File: config.mk
export PLATFORM = sky130hd
export DESIGN_NAME = result_bus_arbiter
export DESIGN_NICKNAME = d
export VERILOG_FILES = /design/src/rtl/result_bus_arbiter.sv
export SDC_FILE = /design/constraint.sdc
export NUM_CORES = 1
export LEC_CHECK = 0
export BUFFER_PORTS_ARGS = -buffer_cell sky130_fd_sc_hd__buf_4
export CAP_MARGIN = 10
export CORE_MARGIN = 2
export CORE_UTILIZATION = 37
export CTS_BUF_LIST = sky130_fd_sc_hd__clkbuf_4 sky130_fd_sc_hd__clkbuf_8 sky130_fd_sc_hd__clkbuf_16
export CTS_CLUSTER_DIAMETER = 60
export DETAILED_ROUTE_END_ITERATION = 6
export PLACE_DENSITY = 0.78
export SKIP_CTS_REPAIR_TIMING = 1
export SLEW_MARGIN = 5
export SYNTH_ARGS = -nofsm -noshare
export SYNTH_HDL_FRONTEND = slang
export SYNTH_SLANG_ARGS = --single-unit
File: constraint.sdc
create_clock -name clk -period 1.86 [get_ports clk]
set_input_delay 0.093 -clock clk [delete_from_list [all_inputs] [get_ports clk]]
set_output_delay 0.093 -clock clk [all_outputs]
set_load 0.05 [all_outputs]
File: src/rtl/result_bus_arbiter.sv
// Result bus (CDB) arbiter: round-robin selection of one execution-unit result per cycle
// into a registered bus slot with ready/valid handshakes on both sides.

package result_bus_arbiter_pkg;
    typedef struct packed {
        logic lt;
        logic gt;
        logic eq;
        logic so;
        logic xer_so;
        logic xer_ov;
        logic xer_ca;
    } cond_exception_t;
endpackage

module result_bus_arbiter
    import result_bus_arbiter_pkg::*;
#(
    parameter  int unsigned NUM_UNITS   = 4,
    parameter  int unsigned RS_ID_WIDTH = 5,
    localparam int unsigned UNIT_W      = $clog2(NUM_UNITS)
) (
    input  logic                   clk,
    input  logic                   rst,
    input  logic [NUM_UNITS-1:0]   unit_valid,
    output logic [NUM_UNITS-1:0]   unit_ready,
    input  logic [RS_ID_WIDTH-1:0] unit_rs_id    [NUM_UNITS],
    input  logic [4:0]             unit_reg_addr [NUM_UNITS],
    input  logic [31:0]            unit_result   [NUM_UNITS],
    input  cond_exception_t        unit_cr0_xer  [NUM_UNITS],
    output logic                   cdb_valid,
    input  logic                   cdb_ready,
    output logic [RS_ID_WIDTH-1:0] cdb_rs_id,
    output logic [4:0]             cdb_reg_addr,
    output logic [31:0]            cdb_result,
    output cond_exception_t        cdb_cr0_xer,
    output logic [UNIT_W-1:0]      cdb_unit
);

    logic [UNIT_W-1:0] ptr;
    logic [UNIT_W-1:0] cand_idx;
    logic [UNIT_W-1:0] win_idx;
    logic              win_found;
    logic              slot_free;

    assign slot_free = !cdb_valid || cdb_ready;

    // First valid unit at or after ptr, wrapping; independent of cdb_ready.
    always_comb begin
        win_found = 1'b0;
        win_idx   = '0;
        cand_idx  = '0;
        for (int unsigned i = 0; i < NUM_UNITS; i++) begin
            cand_idx = UNIT_W'((32'(ptr) + i) % NUM_UNITS);
            if (!win_found && unit_valid[cand_idx]) begin
                win_found = 1'b1;
                win_idx   = cand_idx;
            end
        end
    end

    // rst gates the grant so no unit sees a handshake while reset is held.
    always_comb begin
        unit_ready = '0;
        if (rst && slot_free && win_found) begin
            unit_ready[win_idx] = 1'b1;
        end
    end

    always_ff @(posedge clk or negedge rst) begin
        if (!rst) begin
            cdb_valid    <= 1'b0;
            cdb_rs_id    <= '0;
            cdb_reg_addr <= '0;
            cdb_result   <= '0;
            cdb_cr0_xer  <= '0;
            cdb_unit     <= '0;
            ptr          <= '0;
        end else if (slot_free) begin
            if (win_found) begin
                cdb_valid    <= 1'b1;
                cdb_rs_id    <= unit_rs_id[win_idx];
                cdb_reg_addr <= unit_reg_addr[win_idx];
                cdb_result   <= unit_result[win_idx];
                cdb_cr0_xer  <= unit_cr0_xer[win_idx];
                cdb_unit     <= win_idx;
                ptr          <= (win_idx == UNIT_W'(NUM_UNITS - 1)) ? '0 : win_idx + 1'b1;
            end else begin
                cdb_valid <= 1'b0;
            end
        end
    end

endmodule

==> flow_summary.toml, run 1 <==
[cells_and_area]
diodes = 0
syn2layout_area_growth_pct = 72.6
nNetsFinal = 739
post-route-cell-area_mm2 = 0.00590
fillerInstances = 691
regArea_mm2 = 0.00135
multiInputGateArea_mm2 = 0.00199
drive_gt1_share_pct = 67.4

[power]
power_density_mw_per_mm2 = 1410
peakVddDrop_v = 0.000850
leakagePower_uw = 0.00302
fin_total_pwr_uw = 8330

[sta]
timing.final.crit_share_pct = 111
finalHoldViolCount = 0
rsz0062_at_grt = "true"
setup_viol = 52
fmax_mhz = 483
finalMaxSlewViolations = 0
fin_worst_skew_ns = 0.0110
tightest_slew_ns = 0.695
layout_setup_ws_ns = -0.210
period_minus_slack_ns = 2.07
relSlewSlack_pct = 53.7

[status]
violations = "negative setup slack"
status = "finished with violations"

[worst_hold_path]
hold_end = "cdb_result[18]$_DFFE_PN0P_"
hold_path_class = "in -> reg"
hp-start = "unit_result[114]"
min_path_cells = 2

[global_routing]
grt_start_max_net_pins = 53
gr-total-overflow = 0
grt_pass1_wl_mm = 18.6
grt.total_usage_pct = 23.4
antenna_found_initial = 0
grt_pass1_vias = 3652

[routing]
dr.pass1.iters = 6
drt_iter0_drc = 123
via_count = 3618
routed_wl_mm = 12.7
ant_nets = 0
drc = 0
wl_per_cell_um = 19.7
vias_per_cell = 5.59

[setup_path]
worstSetupEndpointType = "register"
critPathRequiredTime_ns = 2.07
crit_buf_inv = 2
arrival_ns = 2.28
r2r-end = "cdb_result[16]$_DFFE_PN0P_"
cpLargestDelayFamily = "compound AO/OA/AOI/OAI gates"
crit_type = "reg -> reg"
reg2reg_slack_ns = -0.21
worst_path_max_delay_cell = "dfrtp_1"
critPathMaxStageDelay_ns = 0.40
r2r-start = "ptr[0]$_DFFE_PN0P_"
crit_fanout = 15
startpoint_type = "register"
ff2ff_path_depth = 7
crit_chain = "and2b_4 -> a211oi_4 -> o22ai_4 -> buf_4 -> clkbuf_16 -> mux2_4 -> a221o_1"

[synthesis]
syn_avg_cell_area_um2 = 12.7
synth_cell_types = 35
ys_top_cells_by_count = "54 x dfrtp_1, 49 x a221o_1, 49 x a22o_1, 47 x mux2_4, 13 x clkbuf_1"
synth_edf_count = 0
ys_warn_count = 0
netlist.top_cell.by_area = "dfrtp_1"
syn-num-nets = 472
ys_seq_area_share_pct = 39.6
postSynth.asyncResetShare_pct = 100
synth-main-ff-cell = "dfrtp_1"
synth-seq-cells = 54
synthCells = 268
yosysMostFrequentCell = "dfrtp_1"
ys_top_cells_by_area = "dfrtp_1 40%, mux2_4 21%, a221o_1 14%"
synth_area_mm2 = 0.00342
yosysTopAreaCellShare_pct = 39.6

[clocking]
clock-root-buffer = "clkbuf_8"
clk_transition_reported_paths_ns = 0.11
insertion_delay_ns = 0.31
numCtsBuffers = 5
clock_path_buffers = 2
cts_sinks = 54
htreeDepth = 2
cts_tree = "built"

[die]
ios = 259
core_mm2 = 0.00911
die_area_mm2 = 0.0100
die_w_um = 100
die_height_um = 100
start_util_pct = 37.5
num_rows = 35

[place]
postPlaceCellArea_mm2 = 0.00559
port_buffers = 258
dpl.hpwl_mm = 9.32
place.gp.congestion = 0.885

[run]
maxCapViolCount = 0
[state kept, by name (all words and copies together) (netlist names)]
| name | flops |
|---|---|
| cdb_cr0_xer | 7 |
| cdb_reg_addr | 5 |
| cdb_result | 32 |
| cdb_rs_id | 5 |
| cdb_unit | 2 |
| cdb_valid | 1 |
| ptr | 2 |
[where the power goes]
group          switching (µW)  leakage, µW  internal (µW)  total (µW)
registers                 320     0.000660           1660        1980
logic                    3100      0.00231           2440        5540
clock network             413    0.0000579            398         811
total                    3840      0.00302           4490        8330
[cell type report]
class | instances | share of cell area [%]
multi-input combinational | 182 | 33.8
clock buffer | 5 | 1.17
inverter | 5 | 0.403
clock inverter | 3 | 0.679
tap | 111 | 2.36
timing repair buffer | 287 | 38.7
sequential | 54 | 22.9
[worst register-to-register path: stages (launching register included)]
cell and delay, ns:
dfrtp_1 0.40, and2b_4 0.27, a211oi_4 0.04, o22ai_4 0.19
buf_4 0.20, clkbuf_16 0.21, mux2_4 0.32, a221o_1 0.32
[worst max path at each step]
stage	start	cells past startpoint	to	slack [ns]
finish	ptr[0]$_DFFE_PN0P_	7	cdb_result[16]$_DFFE_PN0P_	-0.21
global route	ptr[0]$_DFFE_PN0P_	8	unit_ready[0]	-0.27
CTS	ptr[0]$_DFFE_PN0P_	8	unit_ready[0]	-0.43
detailed placement	ptr[0]$_DFFE_PN0P_	6	cdb_result[13]$_DFFE_PN0P_	-0.09
global placement	ptr[0]$_DFFE_PN0P_	6	cdb_result[13]$_DFFE_PN0P_	-0.05
floorplan	ptr[0]$_DFFE_PN0P_	6	unit_ready[0]	-0.03
[logic make-up (layout without fill, tap and decap cells)]
kind of cell,Yosys count,in the layout,synth area share (%)
and+or+nand+nor,19,19,3.74
AOI/OAI and AO/OA,113,113,30.0
adders and majority gates,1,1,0.366
buffers and inverters,32,300,4.98
DFF,54,54,39.6
muxes,49,49,21.3
[cell usage in the layout (no fill, tap or decap), types with 3 or more instances in the layout]
master,count
dfrtp_1,53
buf_12,4
inv_1,3
buf_4,270
clkbuf_8,5
nand2_1,6
o21ai_0,3
a221o_1,49
mux2_4,47
buf_6,6
dlygate4sd3_1,4
a22o_1,49
[metal layers]
metal,GRT usage [%],up-vias,wire [µm]
li1,-,1640,-
met1,28.3,1740,4930
met2,42.6,215,6470
met3,4.87,23,1060
met4,5.69,0,252
met5,0,-,0
[per-stage QoR]
stage | TNS (ns) | hold WS [ns] | cells | utilization [%] | worst slack, ns
4_1_cts | -4.79 | -0.447 | 637 | 62.5 | -0.433
3_3_place_gp | -0.285 | -0.0998 | 629 | 61.3 | -0.0466
2_1_floorplan | -0.0332 | -0.203 | 268 | - | -0.0332
6_report | -7.72 | 0.00114 | 647 | 64.7 | -0.210
3_5_place_dp | -2.73 | -0.0979 | 629 | 61.3 | -0.0890
5_1_grt | -10.61 | -0.000305 | 647 | 64.7 | -0.271
(Power assumes the default switching activity.)
==> inputs of run 2 (changes only) <==
- ABC_AREA: not set -> 1
- CORE_UTILIZATION: 37 -> 40
==> run 2 against run 1 <==
The flow still finishes with violations (negative setup slack). Via count rose by 56%. Die area rose by 15%. Flip-flop and latch count did not move. Critical path depth rose by 6. Global-route usage rose by 2.1 points. Non-clock buffer count rose by 37. Cell area rose by 24%. Combinational power rose to 2.7 times the previous value. Sequential power rose by 11%. Clock skew fell by 0.0025 ns. Maximum frequency fell by 9.8%. Sequential share of layout area fell by 4.4 points. Largest cell class unchanged. Largest power group unchanged. Highest routed layer unchanged.
==> flow_summary.toml, run 2 <==
[power]
power_density_mw_per_mm2 = 2440
p_sw_uw = 9760
power.internal_uw = 8070
p_sw_share_pct = 54.7
peakVddDrop_v = 0.00139
sequentialPowerShare_pct = 12.4
leakagePower_uw = 0.00401
power_frac_clock_pct = 4.0
pwr-share-comb_pct = 83.7

[clocking]
numCtsBuffers = 5
cts_sinks = 54
htreeDepth = 2
cts_tree = "built"
insertion_delay_ns = 0.31
clk_transition_reported_paths_ns = 0.10
clock_path_buffers = 2
clock-root-buffer = "clkbuf_8"

[global_routing]
grt_pass1_wl_mm = 23.8
grt_pass1_vias = 4984
grt_start_max_net_pins = 51
antenna_found_initial = 0
gr-total-overflow = 0
grt.total_usage_pct = 25.5

[sta]
rsz0062_at_grt = "true"
finalSetupTns_ns = -14.98
period_minus_slack_ns = 2.29
setup_viol = 56
tightest_slew_ns = 0.407
fin_worst_skew_ns = 0.00854
relSlewSlack_pct = 72.8
layout_setup_ws_ns = -0.435
fmax_mhz = 436
whs_ns = 0.0848
timing.final.crit_share_pct = 123
finalMaxSlewViolations = 0
finalHoldViolCount = 0

[setup_path]
worst_path_max_delay_cell = "dfrtp_2"
startpoint_type = "register"
worstSetupEndpointType = "primary output"
arrival_ns = 2.20
crit_chain = "buf_8 -> nand2_4 -> nand2_4 -> nand2_2 -> nand2_2 -> nor2_4 -> nand3_2 -> nand2_2 -> nor2_4 -> inv_2 -> buf_4 -> nor3_4 -> buf_6"
startpoint = "ptr[0]$_DFFE_PN0P_"
r2r-start = "ptr[0]$_DFFE_PN0P_"
critPathMaxStageDelay_ns = 0.47
crit_type = "reg -> out"
cpMostUsedCell = "nand2_2"
critPathRequiredTime_ns = 1.77
crit_buf_inv = 4
crit_fanout = 7
cpLargestDelayFamily = "simple AND/OR/NAND/NOR gates"

[synthesis]
synth-seq-cells = 54
ys_top_cells_by_count = "236 x nand2_1, 201 x nand3_1, 58 x inv_1, 54 x dfrtp_1, 50 x nand3b_1"
ys_warn_count = 0
synth_cell_types = 24
synthCells = 677
ys_seq_area_share_pct = 31.5
netlist.top_cell.by_area = "dfrtp_1"
syn_avg_cell_area_um2 = 6.33
synth_edf_count = 0
syn-num-nets = 881
yosysTopAreaCellShare_pct = 31.5
ys_top_cells_by_area = "dfrtp_1 32%, nand3_1 23%, nand2_1 21%"
synth-main-ff-cell = "dfrtp_1"
postSynth.asyncResetShare_pct = 100
synth_area_mm2 = 0.00429
yosysMostFrequentCell = "nand2_1"

[routing]
ant_nets = 0
drc = 0
dr.pass1.iters = 6
wl_per_cell_um = 15.6
via_count = 5660
vias_per_cell = 5.17
routed_wl_mm = 17.1
drt_iter0_drc = 388

[status]
violations = "negative setup slack"
status = "finished with violations"

[worst_hold_path]
hp-start = "unit_rs_id[19]"
hold_path_class = "in -> reg"

[place]
place.gp.congestion = 0.858
port_buffers = 258
dpl.hpwl_mm = 11.8

[cells_and_area]
drive_gt1_share_pct = 40.3
syn2layout_area_growth_pct = 70.4
fillerInstances = 913
nNetsFinal = 1161
regArea_mm2 = 0.00135
largestRegisters = "cdb_result: 32 flops, cdb_cr0_xer: 7 flops"
diodes = 0
layout_common_cells = "288 x buf_4, 215 x nand2_1, 195 x nand3_1"
largest_reg_flops = 32
layout_commonest_cell = "buf_4"
top_register = "cdb_result"
multiInputGateArea_mm2 = 0.00267

[die]
num_rows = 37
core_mm2 = 0.0104
die_w_um = 108
ios = 259
die_area_mm2 = 0.0116
die_height_um = 108
start_util_pct = 41.3

[run]
maxCapViolCount = 0
[run 2: cell count changes in the layout (fill, tap and decap cells not counted), sizes merged, moves of 3 or more]
| cell | change |
|---|---|
| nand2 | +235 |
| buf | +35 |
| nor2 | +5 |
| clkbuf | +7 |
| a221o | -49 |
| a22o | -49 |
| mux2 | -49 |
| dlygate4sd3 | -3 |
| nand3b | +50 |
| inv | +56 |
| nand3 | +202 |
[run 2: worst register-to-register path, cell delays in order, from the launching register on]
cell	delay [ns]
dfrtp_2	0.48
buf_8	0.18
nand2_4	0.07
nand2_4	0.07
nand2_2	0.07
nand2_2	0.07
nor2_4	0.13
nand2_1	0.09
nor2_2	0.13
nor2_4	0.07
buf_4	0.14
nor2_4	0.13
buf_6	0.14
clkbuf_16	0.15
nand3_1	0.09
nand3_2	0.09
[run 2: metrics by stage]
stage               std cells  cell area (µm²)  power, µW  worst slack [ns]  utilization (%)
finish                   1094             7300      17800            -0.435             70.4
global route             1094             7300      19100            -0.540             70.4
CTS                      1070             6750      15700            -0.507             65.1
detailed placement       1062             6660      14900            -0.149             64.2
global placement         1062             6660      14800           -0.0780             64.2
floorplan                 677             4380      10900            -0.134                -
[run 2: final timing paths]
| path | endpoint | slack [ns] | depth (start not counted) |
|---|---|---|---|
| worst max-delay path | unit_ready[0] | -0.43 | 13 |
| worst min-delay path | cdb_rs_id[4]$_DFFE_PN0P_ | 0.08 | 5 |
| worst max register to register | cdb_rs_id[0]$_DFFE_PN0P_ | -0.30 | 15 |
| worst min register to register | cdb_result[26]$_DFFE_PN0P_ | 0.50 | 2 |
| max in group asynchronous | ptr[0]$_DFFE_PN0P_ | 0.85 | 3 |
| min in group asynchronous | cdb_rs_id[3]$_DFFE_PN0P_ | 0.25 | 2 |
[run 2: cell families (layout without fill, tap and decap cells)]
kind of cell               after synthesis  after routing  share of synthesized area (%)
AOI/OAI and AO/OA                        6              6                          0.788
buffers and inverters                  113            394                           11.9
DFF                                     54             54                           31.5
and+or+nand+nor                        503            503                           55.5
adders and majority gates                1              1                          0.292
[run 2: power by group through the flow]
stage / clock network, µW / logic (µW) / registers [µW]
detailed placement: 0 / 12700 / 2200
global placement: 0 / 12600 / 2180
global route: 775 / 16100 / 2270
floorplan: 0 / 6780 / 4100
CTS: 718 / 12800 / 2190
finish: 710 / 14900 / 2200
[run 2: layout make-up]
type / count / share of cell area (%)
Sequential cell: 54 / 18.5
Clock buffer: 7 / 1.23
Timing Repair inverter: 1 / 0.103
Tap cell: 136 / 2.33
Timing Repair Buffer: 324 / 37.9
Inverter: 61 / 3.34
Multi-Input combinational cell: 510 / 36.5
Clock inverter: 1 / 0.0685
[run 2: routing by layer]
metal  vias up  global-route usage [%]  wire length [µm]
met3        33                    5.63              1510
met5         -                       0                 0
met2       274                    45.4              8450
li1       2750                       -                 -
met1      2603                    31.2              6750
met4         0                    5.95               396
